File: config.mk
export PLATFORM = sky130hd
export DESIGN_NAME = div_fxp_seq
export DESIGN_NICKNAME = d
export VERILOG_FILES = /design/src/rtl/div_fxp_pkg.sv /design/src/rtl/div_fxp_step.sv /design/src/rtl/div_fxp_seq.sv
export SDC_FILE = /design/constraint.sdc
export NUM_CORES = 1
export LEC_CHECK = 0
export ABC_AREA = 1
export CAP_MARGIN = 10
export CORE_MARGIN = 3
export CORE_UTILIZATION = 35
export DETAILED_ROUTE_END_ITERATION = 10
export PLACE_DENSITY_LB_ADDON = 0.05
export SKIP_LAST_GASP = 1
export SLEW_MARGIN = 20
export SYNTH_ARGS = -nofsm -noshare
export SYNTH_HDL_FRONTEND = slang
export SYNTH_SLANG_ARGS = --single-unit
File: constraint.sdc
create_clock -name clk_i -period 2.8 [get_ports clk_i]
set_input_delay 0.56 -clock clk_i [delete_from_list [all_inputs] [get_ports clk_i]]
set_output_delay 0.56 -clock clk_i [all_outputs]
set_load 0.005 [all_outputs]
File: src/rtl/div_fxp_pkg.sv
// Shared definitions for the sequential fixed-point divider.
//   state_e          : controller states
//   iter_count()     : number of RUN cycles for a given width/fraction/unroll
//   cfg_ok()         : legality of a parameter set, checked at elaboration
//   sat_max/sat_min(): saturation bounds of a w-bit signed word (w <= 64)
package div_fxp_pkg;

    typedef enum logic [1:0] {
        StIdle,
        StRun,
        StFin,
        StDone
    } state_e;

    function automatic int unsigned iter_count(int unsigned w, int unsigned frac,
                                               int unsigned unroll);
        return (w + frac) / unroll;
    endfunction

    // UNROLL must split W+FRAC evenly and leave at least two RUN cycles so the
    // numerator/quotient shift register always has a non-empty carry-over part.
    function automatic bit cfg_ok(int unsigned w, int unsigned frac, int unsigned unroll);
        return (w >= 2) && (w <= 64) && (frac > 0) && (frac < w) && (unroll > 0) &&
               (unroll < w + frac) && (((w + frac) % unroll) == 0);
    endfunction

    function automatic logic [63:0] sat_max(int unsigned w);
        return (64'd1 << (w - 1)) - 64'd1;
    endfunction

    // Two's complement minimum; the low w bits hold the pattern 100..0.
    function automatic logic [63:0] sat_min(int unsigned w);
        return 64'd1 << (w - 1);
    endfunction

endpackage

File: src/rtl/div_fxp_step.sv
// Combinational chain of UNROLL restoring division steps, MSB first.
//   rem_i : partial remainder entering the chain (W+1 bits)
//   num_i : next UNROLL numerator bits, bit UNROLL-1 consumed first
//   div_i : divisor magnitude (W+1 bits)
//   rem_o : partial remainder after UNROLL steps
//   q_o   : UNROLL quotient bits, bit UNROLL-1 produced first
module div_fxp_step #(
    parameter int unsigned W      = 32,
    parameter int unsigned UNROLL = 1
) (
    input  logic [W:0]        rem_i,
    input  logic [UNROLL-1:0] num_i,
    input  logic [W:0]        div_i,
    output logic [W:0]        rem_o,
    output logic [UNROLL-1:0] q_o
);

    logic [W:0] rem_chain [UNROLL+1];

    assign rem_chain[0] = rem_i;

    for (genvar i = 0; i < UNROLL; i++) begin : g_step
        logic [W+1:0] trial;
        logic [W:0]   diff;
        logic         ge;

        assign trial = {rem_chain[i], num_i[UNROLL-1-i]};
        // Only the low W+1 bits of the difference are kept; when ge is set the
        // true difference is below the divisor and fits.
        assign diff  = trial[W:0] - div_i;
        assign ge    = (trial >= {1'b0, div_i});

        assign q_o[UNROLL-1-i] = ge;
        assign rem_chain[i+1]  = ge ? diff : trial[W:0];
    end

    assign rem_o = rem_chain[UNROLL];

endmodule

File: src/rtl/div_fxp_seq.sv
// Multi-cycle signed fixed-point divider: q = (a << FRAC) / b, truncated toward
// zero and saturated to W bits, with a valid/ready handshake on both sides.
//   clk_i, rst_ni            : clock, asynchronous active-low reset
//   in_valid_i / in_ready_o  : operand handshake (in_ready_o high only in IDLE)
//   in_a_i, in_b_i, in_tag_i : dividend, divisor (signed Q format), opaque tag
//   out_valid_o / out_ready_i: result handshake (out_valid_o high only in DONE)
//   out_q_o, out_tag_o       : saturated quotient and its tag
//   out_dz_o, out_ovf_o      : divisor was zero / quotient saturated by magnitude
module div_fxp_seq
    import div_fxp_pkg::*;
#(
    parameter int unsigned W      = 32,
    parameter int unsigned FRAC   = 24,
    parameter int unsigned UNROLL = 1,
    parameter int unsigned TAG_W  = 8
) (
    input  logic             clk_i,
    input  logic             rst_ni,
    input  logic             in_valid_i,
    output logic             in_ready_o,
    input  logic [W-1:0]     in_a_i,
    input  logic [W-1:0]     in_b_i,
    input  logic [TAG_W-1:0] in_tag_i,
    output logic             out_valid_o,
    input  logic             out_ready_i,
    output logic [W-1:0]     out_q_o,
    output logic [TAG_W-1:0] out_tag_o,
    output logic             out_dz_o,
    output logic             out_ovf_o
);

    localparam int unsigned QW   = W + FRAC + 1;  // numerator / full quotient width
    localparam int unsigned Iter = iter_count(W, FRAC, UNROLL);
    localparam int unsigned CntW = $clog2(Iter + 1);

    localparam logic [63:0]  SatMax64 = sat_max(W);
    localparam logic [63:0]  SatMin64 = sat_min(W);
    localparam logic [W-1:0] SatMax   = SatMax64[W-1:0];
    localparam logic [W-1:0] SatMin   = SatMin64[W-1:0];

    if (!cfg_ok(W, FRAC, UNROLL)) begin : g_cfg_check
        $error("div_fxp_seq: illegal W/FRAC/UNROLL combination");
    end

    state_e            state_q, state_d;
    logic [CntW-1:0]   cnt_q, cnt_d;
    // Numerator bits shift out at the top while quotient bits shift in at the
    // bottom; after Iter cycles the register holds the full quotient.
    logic [QW-1:0]     num_q, num_d;
    logic [W:0]        rem_q, rem_d;
    logic [W:0]        div_q, div_d;
    logic              neg_q, neg_d;
    logic              a_neg_q, a_neg_d;
    logic              dz_q, dz_d;
    logic [TAG_W-1:0]  tag_q, tag_d;
    logic [W-1:0]      out_q_q, out_q_d;
    logic [TAG_W-1:0]  out_tag_q, out_tag_d;
    logic              out_dz_q, out_dz_d;
    logic              out_ovf_q, out_ovf_d;

    // Operand magnitudes in W+1 bits so that -2^(W-1) is representable.
    logic [W:0] a_ext, b_ext, abs_a, abs_b;

    assign a_ext = {in_a_i[W-1], in_a_i};
    assign b_ext = {in_b_i[W-1], in_b_i};
    assign abs_a = in_a_i[W-1] ? -a_ext : a_ext;
    assign abs_b = in_b_i[W-1] ? -b_ext : b_ext;

    logic [W:0]        step_rem;
    logic [UNROLL-1:0] step_q;

    div_fxp_step #(
        .W      (W),
        .UNROLL (UNROLL)
    ) u_step (
        .rem_i (rem_q),
        .num_i (num_q[QW-2 -: UNROLL]),
        .div_i (div_q),
        .rem_o (step_rem),
        .q_o   (step_q)
    );

    // Magnitude classification of the finished quotient.
    logic pos_big, neg_hi, low_nz, neg_big, neg_exact;

    assign pos_big   = |num_q[QW-1:W-1];
    assign neg_hi    = |num_q[QW-1:W];
    assign low_nz    = |num_q[W-2:0];
    assign neg_big   = neg_hi | (num_q[W-1] & low_nz);
    assign neg_exact = !neg_hi & num_q[W-1] & !low_nz;

    always_comb begin
        state_d   = state_q;
        cnt_d     = cnt_q;
        num_d     = num_q;
        rem_d     = rem_q;
        div_d     = div_q;
        neg_d     = neg_q;
        a_neg_d   = a_neg_q;
        dz_d      = dz_q;
        tag_d     = tag_q;
        out_q_d   = out_q_q;
        out_tag_d = out_tag_q;
        out_dz_d  = out_dz_q;
        out_ovf_d = out_ovf_q;

        unique case (state_q)
            StIdle: begin
                if (in_valid_i) begin
                    neg_d   = in_a_i[W-1] ^ in_b_i[W-1];
                    a_neg_d = in_a_i[W-1];
                    dz_d    = (in_b_i == '0);
                    div_d   = abs_b;
                    tag_d   = in_tag_i;
                    num_d   = {abs_a, {FRAC{1'b0}}};
                    rem_d   = '0;
                    cnt_d   = CntW'(Iter);
                    state_d = StRun;
                end
            end
            StRun: begin
                rem_d = step_rem;
                num_d = {num_q[QW-1-UNROLL:0], step_q};
                cnt_d = cnt_q - CntW'(1);
                if (cnt_q == CntW'(1)) begin
                    state_d = StFin;
                end
            end
            StFin: begin
                out_tag_d = tag_q;
                out_dz_d  = dz_q;
                out_ovf_d = 1'b0;
                if (dz_q) begin
                    out_q_d = a_neg_q ? SatMin : SatMax;
                end else if (!neg_q) begin
                    out_q_d   = pos_big ? SatMax : num_q[W-1:0];
                    out_ovf_d = pos_big;
                end else if (neg_big) begin
                    out_q_d   = SatMin;
                    out_ovf_d = 1'b1;
                end else if (neg_exact) begin
                    out_q_d = SatMin;
                end else begin
                    out_q_d = -num_q[W-1:0];
                end
                state_d = StDone;
            end
            StDone: begin
                if (out_ready_i) begin
                    state_d = StIdle;
                end
            end
            default: state_d = StIdle;
        endcase
    end

    always_ff @(posedge clk_i or negedge rst_ni) begin
        if (!rst_ni) begin
            state_q   <= StIdle;
            cnt_q     <= '0;
            num_q     <= '0;
            rem_q     <= '0;
            div_q     <= '0;
            neg_q     <= 1'b0;
            a_neg_q   <= 1'b0;
            dz_q      <= 1'b0;
            tag_q     <= '0;
            out_q_q   <= '0;
            out_tag_q <= '0;
            out_dz_q  <= 1'b0;
            out_ovf_q <= 1'b0;
        end else begin
            state_q   <= state_d;
            cnt_q     <= cnt_d;
            num_q     <= num_d;
            rem_q     <= rem_d;
            div_q     <= div_d;
            neg_q     <= neg_d;
            a_neg_q   <= a_neg_d;
            dz_q      <= dz_d;
            tag_q     <= tag_d;
            out_q_q   <= out_q_d;
            out_tag_q <= out_tag_d;
            out_dz_q  <= out_dz_d;
            out_ovf_q <= out_ovf_d;
        end
    end

    assign in_ready_o  = (state_q == StIdle);
    assign out_valid_o = (state_q == StDone);
    assign out_q_o     = out_q_q;
    assign out_tag_o   = out_tag_q;
    assign out_dz_o    = out_dz_q;
    assign out_ovf_o   = out_ovf_q;

endmodule

Word level (Yosys, flattened, before mapping)
Cells that the tools add are included.

Word-level logic and storage cells: 64. Output and inout port bits: 44. Bits in registers: 184. Input bits: 76.

Bitwise logic cells: 5. Multiplexer cells: 22. $add $sub $neg: 5. Order comparisons: 1. Reductions and logical operators: 11. Equal/unequal tests: 7.

Operators with widths (count): $mux W32 (6); $mux W33 (4); $pmux W57 S2 (1); $neg A33 Y33 (2); $pmux W33 S2 (1); $mux W57 (1); $ge A34 B33 Y1 (1); $sub A33 B33 Y33 (1); $logic_not A32 Y1 (1); $neg A32 Y32 (1); $reduce_or A31 Y1 (1); $reduce_or A26 Y1 (1); $reduce_or A25 Y1 (1); $pmux W6 S2 (1); $pmux W2 S4 (1); $eq A6 B1 Y1 const B (1); $mux W2 (3); $mux W6 (1); $sub A6 B1 Y6 const B (1); $eq A2 B2 Y1 const B (2); $ne A2 B2 Y1 const B (2); $reduce_and A2 Y1 (2); $and A1 B1 Y1 (3); $mux W1 (3); 8 further kinds (9).

Depth between registers and ports, before layout
Gate-level depths: netlist of run 1.

Depth in word-level cells: 8. Gate-level depth with buffers: 17.

Cells and area by module
From an unflattened synthesis of run 1, not the netlist that was laid out.

Cell total of the unflattened synthesis: 2172. Area total of the unflattened synthesis: 13957.1 sq um.

Modules (own cells, without submodules): div_fxp_seq (area each 10645.2 sq um, seq. area each 4604.4 sq um, cells each 1493, instances 1); div_fxp_step (area each 3311.9 sq um, seq. area each 0.0 sq um, cells each 679, instances 1).

Worst setup path after synthesis of run 1
No wires, ideal clock.

Kind: register -> register. Start: reg num_q[55]. End: reg rem_q[8]. Cell stages (with the launch flop): 15. Arrival time: 1883 ps. Setup time: 131 ps. Data required time: 2669 ps. Slack: 787 ps. Clock period less this slack: 2013 ps. Path buffers: 1. Cell sequence: dfrtp_1 inv_1 ha_1 fa_1 inv_1 nand3_1 nand3_2 nand2_2 nand2_2 nand2_2 nand2_2 buf_4 nand2_1 nand3_1 o21ai_0.

Cells in the longest elaborated chain, start to end: 3. Elaborated cells between the ends (all ways): 4. Those cells by class: add/sub (1); order compare (1); mux (2).

Ends and longest elaborated chain: start: declaration (RTL line div_fxp_seq.sv:49) `logic [QW-1:0] num_q, num_d;`; start signal: assignment (RTL line div_fxp_seq.sv:175) `num_q <= num_d;`; $sub A33 B33 Y33 / $ge A34 B33 Y1 (equally long branches) (RTL line div_fxp_step.sv:30, div_fxp_step.sv:31); $mux W33 * (RTL line div_fxp_step.sv:34) `assign rem_chain[i+1] = ge ? diff : trial[W:0];`; $pmux W33 S2 * (RTL line div_fxp_seq.sv:107) `unique case (state_q)`; end signal: assignment (RTL line div_fxp_seq.sv:176) `rem_q <= rem_d;`; end: declaration (RTL line div_fxp_seq.sv:50) `logic [W:0] rem_q, rem_d;`.

Every way passes the cells marked *; elsewhere a longest branch is shown, timed or not. A chain may end at the register's enable or synchronous reset.

Worst setup path after layout of run 1
Start: reg num_q[0]. End: reg out_q_q[28] (netlist: out_q_o[28]).

Cells in the longest elaborated chain, start to end: 7. Elaborated cells between the ends (all ways): 10. Those cells by class: add/sub (1); mux (4); bitwise (3); reduce/logical (2).

Ends and longest elaborated chain: parallel branches: the longest is 4 deep, another holds $neg A32 Y32; $mux W32 * (RTL line div_fxp_seq.sv:138) `end else if (neg_big) begin`; $mux W32 * (RTL line div_fxp_seq.sv:135) `end else if (!neg_q) begin`; $mux W32 * (RTL line div_fxp_seq.sv:133) `if (dz_q) begin`; end signal: assignment (RTL line div_fxp_seq.sv:182) `out_q_q <= out_q_d;`; end: declaration (RTL line div_fxp_seq.sv:56) `logic [W-1:0] out_q_q, out_q_d;`.

Mark *: on every way between the ends.

==> metrics.txt, run 1 <==
Max FO, Critical Path=4; number of flops mapped to enable cells by yosys=0; skew final=0.0139 ns; number of hold buffers added after CTS=0; Worst EP required=approximately 3.2 ns; Fin. Hold Viols=0; first-pass GRT wire length=between 70 and 80 mm; # fillers=between 4000 and 5000; syn_area_per_cell=roughly 6.3 sq um; Synth-to-Final Area Change=17.6%; clk_lat worst skew=0.46 ns; DRC=0; clk buf depth=2; TritonCTS clock tree=yes; Worst Path Arrival=between 2 and 3 ns; vias in the first global route=13300; Startpoint Class=register; HPWL after DPL=roughly 36 mm; power density cells=1230 nW/um^2; Starting Density=0.356; H-tree depth=4; Placed Instances=2773; Routed WL per cell=16.7 um; row count=72; worst setup path class=reg2reg; DRT Pass-1 Iters=5; Top FF cell, synth=dfrtp_1; Die Span Y=between 200 and 250 um; CTS sink cnt=184; Antenna Nets Post-Route=0; initial antenna violation count=0; critical path capture point type=register; Final Max Tran Viols=0; Final Cycle Share=0.885; Syn. warnings=0; total global routing overflow=0; clock root cell=clkbuf_16; FFs w/ async S/R, synth=1.00; Syn Nets=2294; crit path time final=about 2.5 ns; total core area=38800 sq um; FMAX=403 MHz; Peak supply drop=0.613 mV; RSZ-0062 raised after global routing=false; Worst-path clk slew=0.08 ns; Hold Crit Class=in2async; post-DR vias/cell=4.93; Boundary Pins=120; Resized Gates After CTS=0; area of the die=roughly 42000 sq um; leakage power figure=roughly 0.0084 uW; synth unique cells=44; worst slew pin tran=0.824 ns; post-route setup TNS=0 ns; largest net degree at the start of global routing=74; Slew HR=0.450; fin nets=between 2000 and 2500; synthesized flop and latch total=184; final WL=approximately 47 mm; n_diodes=0; port buffer count=about 120; Max Cap Viol=0; setup bufs post-CTS=0; Synth Cell Area=13800 sq um; Final setup viols=0; most used cells in the layout excluding fill and tap cells=nand2_1, inv_1, nand3_1; violation count after the first detailed-routing iteration=947; overall power=20000 uW; Finished Layout Cells=between 2000 and 3000; total CTS buffers=17; share of the yosys chip area belonging to registers=0.333; Chip Width=205 um; vias post-DR=between 10000 and 15000; Total GRT Usage=0.225; most common cell after layout, fill and taps aside=nand2_1; Mapped Cells=2175; layout cell share with drive strength beyond 1=0.0415; GP Congestion=0.918; status=completed
==> cell families (layout without fill, tap and decap cells) <==
family,count (synthesis),count (layout),synth area share
xor+xnor,53,53,0.0336
compound gates,257,257,0.101
flops,184,184,0.333
fa+ha+maj,43,43,0.0395
buf+inv,405,517,0.115
simple gates,1233,1233,0.377
==> through the flow <==
step	setup slack [ns]	hold slack, ns	util	area, sq um
finish	0.321	0.0601	0.418	16200
global route	0.0876	0.0653	0.418	16200
global placement	0.223	0.456	0.403	15700
floorplan	0.787	0.264	-	13800
detailed placement	0.189	0.463	0.403	15700
CTS	0.292	0.0525	0.418	16200
==> registers in the layout, summed over array words and instances (netlist names) <==
| signal | cells |
|---|---|
| num_q | 57 |
| div_q | 33 |
| rem_q | 33 |
| out_q_o | 32 |
| out_tag_o | 8 |
| tag_q | 8 |
| cnt_q | 6 |
| state_q | 2 |
| a_neg_q | 1 |
| dz_q | 1 |
| neg_q | 1 |
| out_dz_o | 1 |
| out_ovf_o | 1 |
==> worst paths after layout <==
check / start / end / slack (ns) / cells after the start
min in group clk_i: tag_q[4]$_DFFE_PN0P_ / out_tag_o[4]$_DFFE_PN0P_ / 0.48 / 2
worst min-delay path: rst_ni / num_q[43]$_DFFE_PN0P_ / 0.06 / 1
worst max register to register: num_q[0]$_DFFE_PN0P_ / out_q_o[28]$_DFFE_PN0P_ / 0.32 / 14
max in group asynchronous: rst_ni / rem_q[21]$_DFFE_PN0P_ / 1.93 / 2
worst min register to register: tag_q[4]$_DFFE_PN0P_ / out_tag_o[4]$_DFFE_PN0P_ / 0.48 / 2
worst max-delay path: num_q[0]$_DFFE_PN0P_ / out_q_o[28]$_DFFE_PN0P_ / 0.32 / 14
==> metal layers <==
metal  track usage  vias to the layer above  wire length (um)
met3        0.0291                       29              1540
met1         0.305                     6487             21800
li1              -                     7078                 -
met2         0.391                      243             23100
met5             0                        -                 0
met4        0.0386                        0               471
==> synth_stat cells, types with 3 or more instances <==
cell / n / area share
o21bai_1: 6 / 0.0033
and2_1: 9 / 0.0041
o21ai_0: 123 / 0.045
nand2_2: 8 / 0.0036
dfrtp_1: 184 / 0.33
nand3b_1: 18 / 0.0098
o21ai_1: 9 / 0.0033
o221ai_1: 3 / 0.0019
nand3_1: 201 / 0.073
inv_1: 324 / 0.088
xor2_1: 31 / 0.020
nand4_1: 45 / 0.020
clkbuf_1: 47 / 0.013
nand2_1: 731 / 0.20
ha_1: 42 / 0.038
a21oi_1: 70 / 0.025
buf_6: 6 / 0.0049
nor2_1: 178 / 0.048
buf_4: 3 / 0.0016
clkinv_1: 4 / 0.0011
buf_1: 5 / 0.0014
o22ai_1: 25 / 0.011
xnor2_1: 22 / 0.014
inv_2: 4 / 0.0011
o211ai_1: 14 / 0.0076
nor2_2: 5 / 0.0023
nor3_1: 25 / 0.0091
buf_2: 12 / 0.0043
==> report_power, final <==
part           switching, uW  internal [uW]
logic                   8260           4570
registers                788           3850
clock network           1200           1310
==> critical path, stage by stage, from the launching register on <==
cell and delay (ns):
dfrtp_1 0.45, inv_1 0.18, ha_1 0.20, nand2_1 0.10, nor2_1 0.26, nand2_1 0.12, inv_1 0.12, nand2_1 0.12
nor2_1 0.26, nand2_1 0.08, nand2_1 0.06, nand2_1 0.04, o21ai_0 0.19, nand2_1 0.14, nand2_1 0.09
==> layout make-up <==
cell class	instances	area [sq um]	share of cell area
sequential	184	4600	0.283
multi-input combinational	1586	7630	0.470
inverter	332	1250	0.0767
tap	518	648	0.0399
clock inverter	11	129	0.00793
clock buffer	21	460	0.0283
timing repair buffer	153	1530	0.0939
Power figures use the tool's default switching activity.
==> run 2, diff against run 1 <==
--- a/config.mk
+++ b/config.mk
@@ -7,6 +7,8 @@
 export LEC_CHECK = 0
 export ABC_AREA = 1
 export CAP_MARGIN = 10
+export CELL_PAD_IN_SITES_DETAIL_PLACEMENT = 0
+export CELL_PAD_IN_SITES_GLOBAL_PLACEMENT = 1
 export CORE_MARGIN = 3
 export CORE_UTILIZATION = 35
 export DETAILED_ROUTE_END_ITERATION = 10
==> run 2 against run 1 <==
Against the previous run: sequential share of layout area is essentially flat; via count grew 0.43%; non-clock buffer count grew 1; clock skew grew 0.0057 ns; clock power grew 2%; routed wire length grew 2.5%; largest power group unchanged; highest routed layer unchanged.
==> metrics.txt, run 2 (synthesis results as in run 1) <==
vias post-DR=13900 (was 13800); Peak supply drop=0.570 mV (was 0.613 mV); Final Cycle Share=0.893 (was 0.885); Startpoint Class=register (unchanged); largest net degree at the start of global routing=74 (unchanged); setup bufs post-CTS=0 (unchanged); Max FO, Critical Path=5 (was 4); clk buf depth=2 (unchanged); FMAX=400 MHz (was 403 MHz); Die Span Y=205 um (unchanged); post-DR vias/cell=4.95 (was 4.93); Hold Crit Class=in2async (unchanged); FF/Latch Area=4600 sq um (unchanged); total global routing overflow=0 (unchanged); Synth-to-Final Area Change=17.7% (was 17.6%); Final Max Tran Viols=0 (unchanged); # fillers=4187 (was 4212); Starting Density=0.356 (unchanged); n_diodes=0 (unchanged); Net Sw Frac=0.514 (was 0.513); clock root cell=clkbuf_16 (unchanged); number of hold buffers added after CTS=0 (unchanged); layout cell share with drive strength beyond 1=0.0424 (was 0.0415); RSZ-0062 raised after global routing=false (unchanged); post-route setup TNS=0 ns (unchanged); worst slew pin tran=0.898 ns (was 0.824 ns); first-pass GRT wire length=75.5 mm (was 74.5 mm); status=completed (unchanged); skew final=0.0196 ns (was 0.0139 ns); row count=72 (unchanged); Total GRT Usage=0.230 (was 0.225); Largest Register=num_q (unchanged); most common cell after layout, fill and taps aside=nand2_1 (unchanged); final WL=48.1 mm (was 46.9 mm); Flop pwr share=0.230 (was 0.232); P_int=9770 uW (was 9730 uW); Boundary Pins=120 (unchanged); Worst EP required=3.20 ns (about the same); Worst-path clk slew=0.08 ns (about the same); Net Switching=10300 uW (about the same); Final Util=0.419 (was 0.418); violation count after the first detailed-routing iteration=867 (was 947); CTS sink cnt=184 (unchanged); TritonCTS clock tree=yes (unchanged); max reg flops=57 (unchanged); total core area=38800 sq um (unchanged); worst setup path class=reg2reg (unchanged); H-tree depth=4 (unchanged); initial antenna violation count=0 (unchanged); area of the die=41900 sq um (unchanged); leakage power figure=0.00842 uW (about the same); DRT Pass-1 Iters=5 (unchanged); HPWL after DPL=36.6 mm (was 36.0 mm); Chip Width=205 um (unchanged); vias in the first global route=13500 (was 13300); Fin. Hold Viols=0 (unchanged); DRC=0 (unchanged); Resized Gates After CTS=0 (unchanged); Antenna Nets Post-Route=0 (unchanged); post-route setup slack=0.298 ns (was 0.321 ns); multi-input logic area=7630 sq um (unchanged); worst slack, placed=0.171 ns (was 0.189 ns); Routed WL per cell=17.1 um (was 16.7 um); Worst Path Arrival=2.90 ns (was 2.88 ns); total CTS buffers=17 (unchanged); clock network power share=0.127 (was 0.126); Max Cap Viol=0 (unchanged); port buffer count=119 (unchanged); crit path time final=2.50 ns (was 2.48 ns); clk_lat worst skew=0.47 ns (was 0.46 ns); combinational power share=0.643 (was 0.642); fin nets=2394 (was 2393); Slew HR=0.400 (was 0.450); most used cells in the layout excluding fill and tap cells=nand2_1, inv_1, nand3_1 (unchanged); biggest regs=num_q x57, div_q x33, rem_q x33 (unchanged); GP Congestion=0.891 (was 0.918); Final setup viols=0 (unchanged); critical path capture point type=register (unchanged); power density cells=1240 nW/um^2 (was 1230 nW/um^2)
## run 2: metal layers
metal  vias up  routed length (um)  global-route usage
li1       7089                   -                   -
met1      6548               22700               0.313
met2       218               23100               0.389
met3        42                1520              0.0307
met4         0                 839              0.0553
met5         -                   0                   0
## run 2: through the flow
step / total power [uW] / hold WS (ns) / instance area (sq um) / instances
after global placement: 17600 / 0.457 / 15700 / 2774
after global routing: 22200 / 0.105 / 16300 / 2806
after floorplan: 13400 / 0.264 / 13800 / 2175
after detailed placement: 17600 / 0.461 / 15700 / 2774
final: 20100 / 0.0792 / 16300 / 2806
after CTS: 20300 / 0.0872 / 16300 / 2806
## run 2: path summary, 6_finish.rpt
check,endpoint,cells after the start,slack [ns],start
worst max-delay path,out_q_o[28]$_DFFE_PN0P_,12,0.30,num_q[0]$_DFFE_PN0P_
worst min-delay path,num_q[51]$_DFFE_PN0P_,1,0.08,rst_ni
worst max register to register,out_q_o[28]$_DFFE_PN0P_,12,0.30,num_q[0]$_DFFE_PN0P_
worst min register to register,out_tag_o[0]$_DFFE_PN0P_,2,0.47,out_tag_o[0]$_DFFE_PN0P_
max in group asynchronous,rem_q[3]$_DFFE_PN0P_,2,1.93,rst_ni
min in group clk_i,out_tag_o[0]$_DFFE_PN0P_,2,0.47,out_tag_o[0]$_DFFE_PN0P_
## run 2: power groups by stage
| stage | clock (uW) | sequential (uW) | combinational [uW] |
|---|---|---|---|
| after floorplan | 0 | 4450 | 8920 |
| after global placement | 0 | 4650 | 13000 |
| after detailed placement | 0 | 4650 | 13000 |
| after CTS | 2620 | 4620 | 13000 |
| after global routing | 2710 | 4760 | 14800 |
| final | 2560 | 4610 | 12900 |
## run 2: final cells by class
type / count / area share
Clock buffer: 19 / 0.0273
Clock inverter: 13 / 0.00885
Inverter: 332 / 0.0767
Multi-Input combinational cell: 1586 / 0.470
Sequential cell: 184 / 0.283
Tap cell: 518 / 0.0399
Timing Repair Buffer: 154 / 0.0943
## run 2: critical path, stage by stage (launching register included)
cell and delay (ns):
dfrtp_1 0.47, inv_1 0.23, ha_1 0.21, nand2_1 0.10
nor2_1 0.17, nand2_1 0.09, nor2b_1 0.20, nand2_1 0.11
nand2_1 0.07, nand3_1 0.22, o21ai_0 0.33, nand2_1 0.15
nand2_1 0.09
